--- config.mk ---
export PLATFORM = sky130hd
export DESIGN_NAME = tdm_demux
export DESIGN_NICKNAME = d
export VERILOG_FILES = /design/src/rtl/tdm_demux.sv
export SDC_FILE = /design/constraint.sdc
export NUM_CORES = 1
export LEC_CHECK = 0
export ABC_AREA = 1
export CAP_MARGIN = 20
export CORE_UTILIZATION = 30
export DETAILED_ROUTE_END_ITERATION = 8
export GPL_ROUTABILITY_DRIVEN = 0
export SLEW_MARGIN = 25
export SYNTH_ARGS = -nofsm -noshare
export SYNTH_HDL_FRONTEND = slang
export SYNTH_SLANG_ARGS = --single-unit
--- constraint.sdc ---
create_clock -name clk -period 2.9 [get_ports clk]
set_clock_uncertainty 0.1 [all_clocks]
set_input_delay 0.58 -clock clk [delete_from_list [all_inputs] [get_ports clk]]
set_output_delay 0.58 -clock clk [all_outputs]
set_load 0.01 [all_outputs]
--- src/rtl/tdm_demux.sv ---
// tdm_demux: receive end of the TDM sample link.
//
// Accepts one W-bit slot per cycle in which din_valid is high. A slot with sof high starts a
// frame. Slots are steered into shadow registers, and all N channels are published to ch_data
// together once the final slot of the frame has been accepted.
//
// Optional feature (macro TDM_PARITY_EN): each frame carries one extra slot after channel N-1.
// That slot holds the XOR of the N data words. A frame is published only if this parity matches;
// on a mismatch the frame is discarded and frame_err pulses. Without the macro, frames are
// exactly N slots and no parity logic is built.
//
// Ports:
//   clk          system clock, rising edge
//   rst_n        asynchronous active-low reset
//   din          slot sample
//   din_valid    din holds a slot this cycle
//   sof          marks din as slot 0 (only meaningful with din_valid)
//   ch_data      published channels, channel k at bits [k*W +: W]
//   frame_valid  one-cycle pulse: ch_data was just updated
//   frame_err    one-cycle pulse: a frame was discarded
//   in_frame     high while a frame is being received
module tdm_demux #(
  parameter int unsigned W = 8,
  parameter int unsigned N = 4
) (
  input  logic           clk,
  input  logic           rst_n,
  input  logic [W-1:0]   din,
  input  logic           din_valid,
  input  logic           sof,
  output logic [N*W-1:0] ch_data,
  output logic           frame_valid,
  output logic           frame_err,
  output logic           in_frame
);

  localparam int unsigned SW = $clog2(N + 1);
  localparam int unsigned IW = (N > 1) ? $clog2(N) : 1;
`ifdef TDM_PARITY_EN
  localparam int unsigned LastIdx = N;
`else
  localparam int unsigned LastIdx = N - 1;
`endif
  localparam logic [SW-1:0] LastSlot = SW'(LastIdx);

  typedef enum logic [0:0] {StHunt, StRecv} state_e;

  state_e               state_q, state_d;
  logic [SW-1:0]        slot_q, slot_d;
  logic [N-1:0][W-1:0]  shadow_q, shadow_d;
  logic [N*W-1:0]       ch_data_q, ch_data_d;
  logic                 frame_valid_q, frame_valid_d;
  logic                 frame_err_q, frame_err_d;
  logic [N-1:0][W-1:0]  frame_words;
  logic [IW-1:0]        slot_idx;

  // Non-final slots always have an index below N, so the narrow index is exact where used.
  assign slot_idx = slot_q[IW-1:0];

`ifdef TDM_PARITY_EN
  logic [W-1:0] parity;

  always_comb begin
    parity = '0;
    for (int k = 0; k < int'(N); k++) begin
      parity = parity ^ shadow_q[k];
    end
  end

  // All data words are already in the shadow when the parity slot arrives.
  assign frame_words = shadow_q;
`else
  // The final data slot bypasses the shadow and lands in ch_data on the same edge.
  always_comb begin
    frame_words        = shadow_q;
    frame_words[N-1]   = din;
  end
`endif

  always_comb begin
    state_d       = state_q;
    slot_d        = slot_q;
    shadow_d      = shadow_q;
    ch_data_d     = ch_data_q;
    frame_valid_d = 1'b0;
    frame_err_d   = 1'b0;

    if (din_valid) begin
      unique case (state_q)
        StHunt: begin
          if (sof) begin
            shadow_d[0] = din;
            slot_d      = SW'(1);
            state_d     = StRecv;
          end
        end
        StRecv: begin
          if (sof) begin
            // Early sof: drop the partial frame and restart from this sample.
            frame_err_d = 1'b1;
            shadow_d[0] = din;
            slot_d      = SW'(1);
          end else if (slot_q == LastSlot) begin
            state_d = StHunt;
            slot_d  = '0;
`ifdef TDM_PARITY_EN
            if (din == parity) begin
              ch_data_d     = frame_words;
              frame_valid_d = 1'b1;
            end else begin
              frame_err_d = 1'b1;
            end
`else
            shadow_d[N-1] = din;
            ch_data_d     = frame_words;
            frame_valid_d = 1'b1;
`endif
          end else begin
            shadow_d[slot_idx] = din;
            slot_d             = slot_q + SW'(1);
          end
        end
        default: begin
          state_d = StHunt;
          slot_d  = '0;
        end
      endcase
    end
  end

  always_ff @(posedge clk or negedge rst_n) begin
    if (!rst_n) begin
      state_q       <= StHunt;
      slot_q        <= '0;
      shadow_q      <= '0;
      ch_data_q     <= '0;
      frame_valid_q <= 1'b0;
      frame_err_q   <= 1'b0;
    end else begin
      state_q       <= state_d;
      slot_q        <= slot_d;
      shadow_q      <= shadow_d;
      ch_data_q     <= ch_data_d;
      frame_valid_q <= frame_valid_d;
      frame_err_q   <= frame_err_d;
    end
  end

  assign ch_data     = ch_data_q;
  assign frame_valid = frame_valid_q;
  assign frame_err   = frame_err_q;
  assign in_frame    = (state_q == StRecv);

endmodule

# Yosys cells after proc, flatten, opt, wreduce, memory -nomap -nowiden
# Index checks and enable logic that the tools add are counted.
# totals
wordCells	46
out_inout_bits	35
register_bits	70
in_bits	12
# classes
bitwise	3
n_mux	22
eq_ne	3
reduce_logical	6
order_cmp	2
add_sub_neg	1
# ops
operator	count
8-bit two-way mux	5
32-bit bitwise mux	1
8-bit demux with 2-bit select	1
8-bit one-hot mux with 2 select lines	1
1-bit two-way mux	9
3-bit two-way mux	3
4-bit AND reduction	2
3-bit one-hot mux with 2 select lines	1
3-bit AND reduction	2
3-bit by 1-bit adder with 3-bit output (second input constant)	1
3-bit by 2-bit == test with 1-bit output (second input constant)	1
2-bit by 3-bit < comparator with 1-bit output (second input constant)	1
3-bit != test (second input constant)	1
1-bit NOT	3
2-bit by 1-bit >= comparator with 1-bit output (second input constant)	1
2-bit != test (second input constant)	1
1-bit one-hot mux with 2 select lines	1
2-bit AND reduction	1
1-bit logical AND	1

# Longest topological paths before layout
# depth
ltp_word	8
depth_mapped	7

# Least setup slack after synthesis
# Ideal clock, no wire load.
# synth_path
path_kind	register -> register
from	register slot_q[0]
to	register shadow_q, in the netlist frame_words[0]
arrival_ps	1263
path_stages_with_launch	8
slack_ps	1420
period_less_slack_ps	1480
n_path_buf	0
path_cell_list	dfrtp_1 -> ha_1 -> nand2_1 -> nand2_1 -> nand2_2 -> nand2_1 -> nand2_1 -> nand2_1
# synth_between
elab_chain_len	8
elab_cells_between_ends	12
classes_between	order compare (2); eq/ne (2); mux (6); reduce/logical (2)
# synth_lines
element	line_no	rtl
start, declared	49	logic [SW-1:0] slot_q, slot_d;
start signal, assigned	141	slot_q <= slot_d;
2-bit by 3-bit < comparator with 1-bit output (implied by the code) / 2-bit by 1-bit >= comparator with 1-bit output (equally long branches)	119	shadow_d[slot_idx] = din;
1-bit logical AND (implied by the code)	119	
8-bit two-way mux (implied by the code)	119	
8-bit demux with 2-bit select	119	
32-bit bitwise mux	119	
8-bit two-way mux	103	end else if (slot_q == LastSlot) begin
8-bit two-way mux	98	if (sof) begin
8-bit one-hot mux with 2 select lines	89	unique case (state_q)
end signal, assigned	142	shadow_q <= shadow_d;
end, declared	50	logic [N-1:0][W-1:0] shadow_q, shadow_d;
# Several ways; a longest one is shown, not always the timed one. The select of a mux whose other input is x is not followed.
# A chain may end at the register's enable or synchronous reset.

# Worst setup path in the final report
# layout_path
from	register state_q (netlist: in_frame)
to	output in_frame
# layout_lines
element	line_no	rtl
start, declared	48	state_e state_q, state_d;
start signal, assigned	133	state_q <= StHunt;
start signal, assigned	140	state_q <= state_d;
end, declared	34	output logic in_frame
# No word-level cell between the ends.

==> results_dict.tcl <==
set metrics [dict create \
    arrival_ns 1.28 \
    synth-seq-cells 62 \
    cts_tree "built" \
    fin_crit_sh 0.677 \
    netlist_instances 254 \
    cts_hold_buf 0 \
    instances_no_fill 411 \
    hp-class "in -> async" \
    dpl.hpwl_mm 3.52 \
    crit_end "in_frame" \
    tightestPinTransition_ns 0.776 \
    slew_headroom 0.483 \
    die_w_um 91.7 \
    area_delta_synth_final_pct 32.2 \
    syn_area_sq_um 2410 \
    ant_nets 0 \
    cpPeakStageDelay_ns 0.56 \
    yosysSeqAreaShare 0.643 \
    slowest_stage "clkdlybuf4s50_1" \
    crit_fanout 4 \
    design_power_total_mw 2.99 \
    drive_gt1_frac 0.0809 \
    layout.nets 322 \
    grt_pass1_vias 1820 \
    startpoint "in_frame" \
    grt_overflow 0 \
    seq_power_share 0.454 \
    crit_family "buffers and inverters" \
    crit_cells 1 \
    status "completed" \
    hold_viol_final 0 \
    portBuffers 46 \
    setup_viol 0 \
    intPower_mw 2.11 \
    switching_share 0.294 \
    ios 47 \
    syn_area_per_cell_sq_um 9.50 \
    drv_slew 0 \
    drc_errors 0 \
    r2r-end "frame_words[4]" \
    synth_nets 270 \
    ctsResizeCount 0 \
    drt_pre_antenna_iters 4 \
    setup_tns_ns 0 \
    fmax_ghz 0.509 \
    clk-insertion-delay-late_ns 0.33 \
    max-clock-path-buffers 2 \
    vias 1794 \
    ir_drop_v 0.000336 \
    power_per_cell_area_nw_per_um2 939 \
    rsz0062_at_grt "false" \
    drt_wl_total_mm 5.14 \
    path_clk_slew_ns 0.07 \
    cts_sinks 62 \
    cp-start-kind "register" \
    die_h_um 91.7 \
    leakage_nw 1.60 \
    coreArea_sq_um 7770 \
    reg2reg_from "slot_q[0]" \
    antennaDiodeCount 0 \
    crit_required_ns 2.22 \
    reg2regPathDepth 7 \
    clkPwrFrac 0.274 \
    wl_per_cell_um 12.5 \
    grt_max_degree 36 \
    rows 32 \
    start_util 0.311 \
    cts_root_buffer "clkbuf_8" \
    htreeDepth 3 \
    pwr-share-comb 0.272 \
    cts_made_buffers 9 \
    vias_per_cell 4.36 \
    post_cts_buffers 0 \
    layout_min_cycle_time_ns 1.96 \
    reg2reg_slack_ns 1.17 \
    max-cap-violations 0 \
    place_inst 397 \
    antenna_found_initial 0 \
    p_switching_mw 0.879 \
    endpoint_kind "output port" \
    ys_types 15 \
    drt_iter0_drc 157 \
    path_buf_inv 1 \
    crit_chain "clkdlybuf4s50_1" \
    path_class "reg -> out" \
    yosys_warnings 0 \
    grt_usage 0.140 \
    design.die.area_sq_um 8400 \
    grt_pass1_wl_mm 8.90 \
]
==> registers in the layout (all words and copies together) (netlist names) <==
name / flops
ch_data: 32
frame_words: 24
slot_q: 3
frame_err: 1
frame_valid: 1
in_frame: 1
==> cell families (layout without fill, tap and decap cells) <==
| family | Yosys count | in the layout | synth area share |
|---|---|---|---|
| flip-flops | 62 | 62 | 0.643 |
| adder cells (fa/ha/maj) | 4 | 4 | 0.0207 |
| buffers and inverters | 23 | 78 | 0.0456 |
| AND/OR/NAND/NOR | 138 | 138 | 0.232 |
| AO/OA/AOI/OAI | 27 | 27 | 0.0581 |
==> layer usage <==
metal / part of all wire / wire length (um) / track usage / up-vias
met1: 0.48 / 2460 / 0.184 / 846
met5: 0 / 0 / 0 / -
met4: 0.011 / 57 / 0.0437 / 0
met3: 0.048 / 249 / 0.0539 / 5
met2: 0.46 / 2380 / 0.212 / 40
li1: - / - / - / 903
==> power groups by stage <==
stage / combinational (mW) / sequential (mW) / clock [mW]
2_1_floorplan: 0.314 / 1.41 / 0
3_3_place_gp: 0.808 / 1.36 / 0
3_5_place_dp: 0.825 / 1.37 / 0
4_1_cts: 0.831 / 1.36 / 0.837
5_1_grt: 0.914 / 1.40 / 0.887
6_report: 0.814 / 1.36 / 0.821
==> synth_stat cells <==
master / number / share of area
nor2_4: 1 / 0.0047
dfrtp_1: 62 / 0.64
ha_1: 4 / 0.021
o21ai_1: 24 / 0.050
buf_6: 2 / 0.0093
o211ai_1: 2 / 0.0062
nand3_2: 3 / 0.012
nor2_1: 2 / 0.0031
a21oi_1: 1 / 0.0021
inv_1: 14 / 0.022
nand2_2: 2 / 0.0052
buf_2: 6 / 0.012
nand2_1: 121 / 0.19
nand3_1: 9 / 0.019
clkinv_2: 1 / 0.0021
==> worst min path at each step <==
stage / from / end / slack [ns] / depth (start not counted)
detailed placement: frame_words[21] / ch_data[21] / 0.36 / 2
finish: rst_n / frame_valid / 0.22 / 1
CTS: rst_n / frame_words[18] / 0.25 / 1
global route: rst_n / frame_valid / 0.28 / 1
floorplan: rst_n / ch_data[0] / 0.18 / 0
global placement: frame_words[19] / ch_data[19] / 0.36 / 2
==> layout make-up <==
cell class,instances,area [sq um]
repair buffers,49,490
fillers,798,4580
clock buffers,10,138
flip-flops and latches,62,1550
inverters,15,57.6
clock inverters,4,72.6
well taps,102,128
multi-input cells,169,751
==> per-stage QoR <==
| step | hold slack (ns) | util | area (sq um) | setup WS (ns) |
|---|---|---|---|---|
| after floorplan | 0.184 | - | 2410 | 1.42 |
| after global placement | 0.357 | 0.383 | 2980 | 0.773 |
| after detailed placement | 0.361 | 0.383 | 2980 | 0.753 |
| after CTS | 0.248 | 0.410 | 3190 | 0.922 |
| after global routing | 0.279 | 0.410 | 3190 | 0.870 |
| final | 0.222 | 0.410 | 3190 | 0.937 |
==> placed cells by master (no fill, tap or decap) <==
cell and n:
nor2_1 2, nor2_4 1, o211ai_1 2, bufinv_16 2, nand2_2 2, clkinv_2 2, a21oi_1 1, buf_2 1
nand3_2 3, clkbuf_8 10, nand3_1 9, buf_12 1, dfrtp_1 62, clkdlybuf4s50_1 45, inv_1 14, o21ai_1 24
buf_4 2, ha_1 4, nand2_1 121, clkinvlp_4 1
Power figures use the tool's default switching activity.
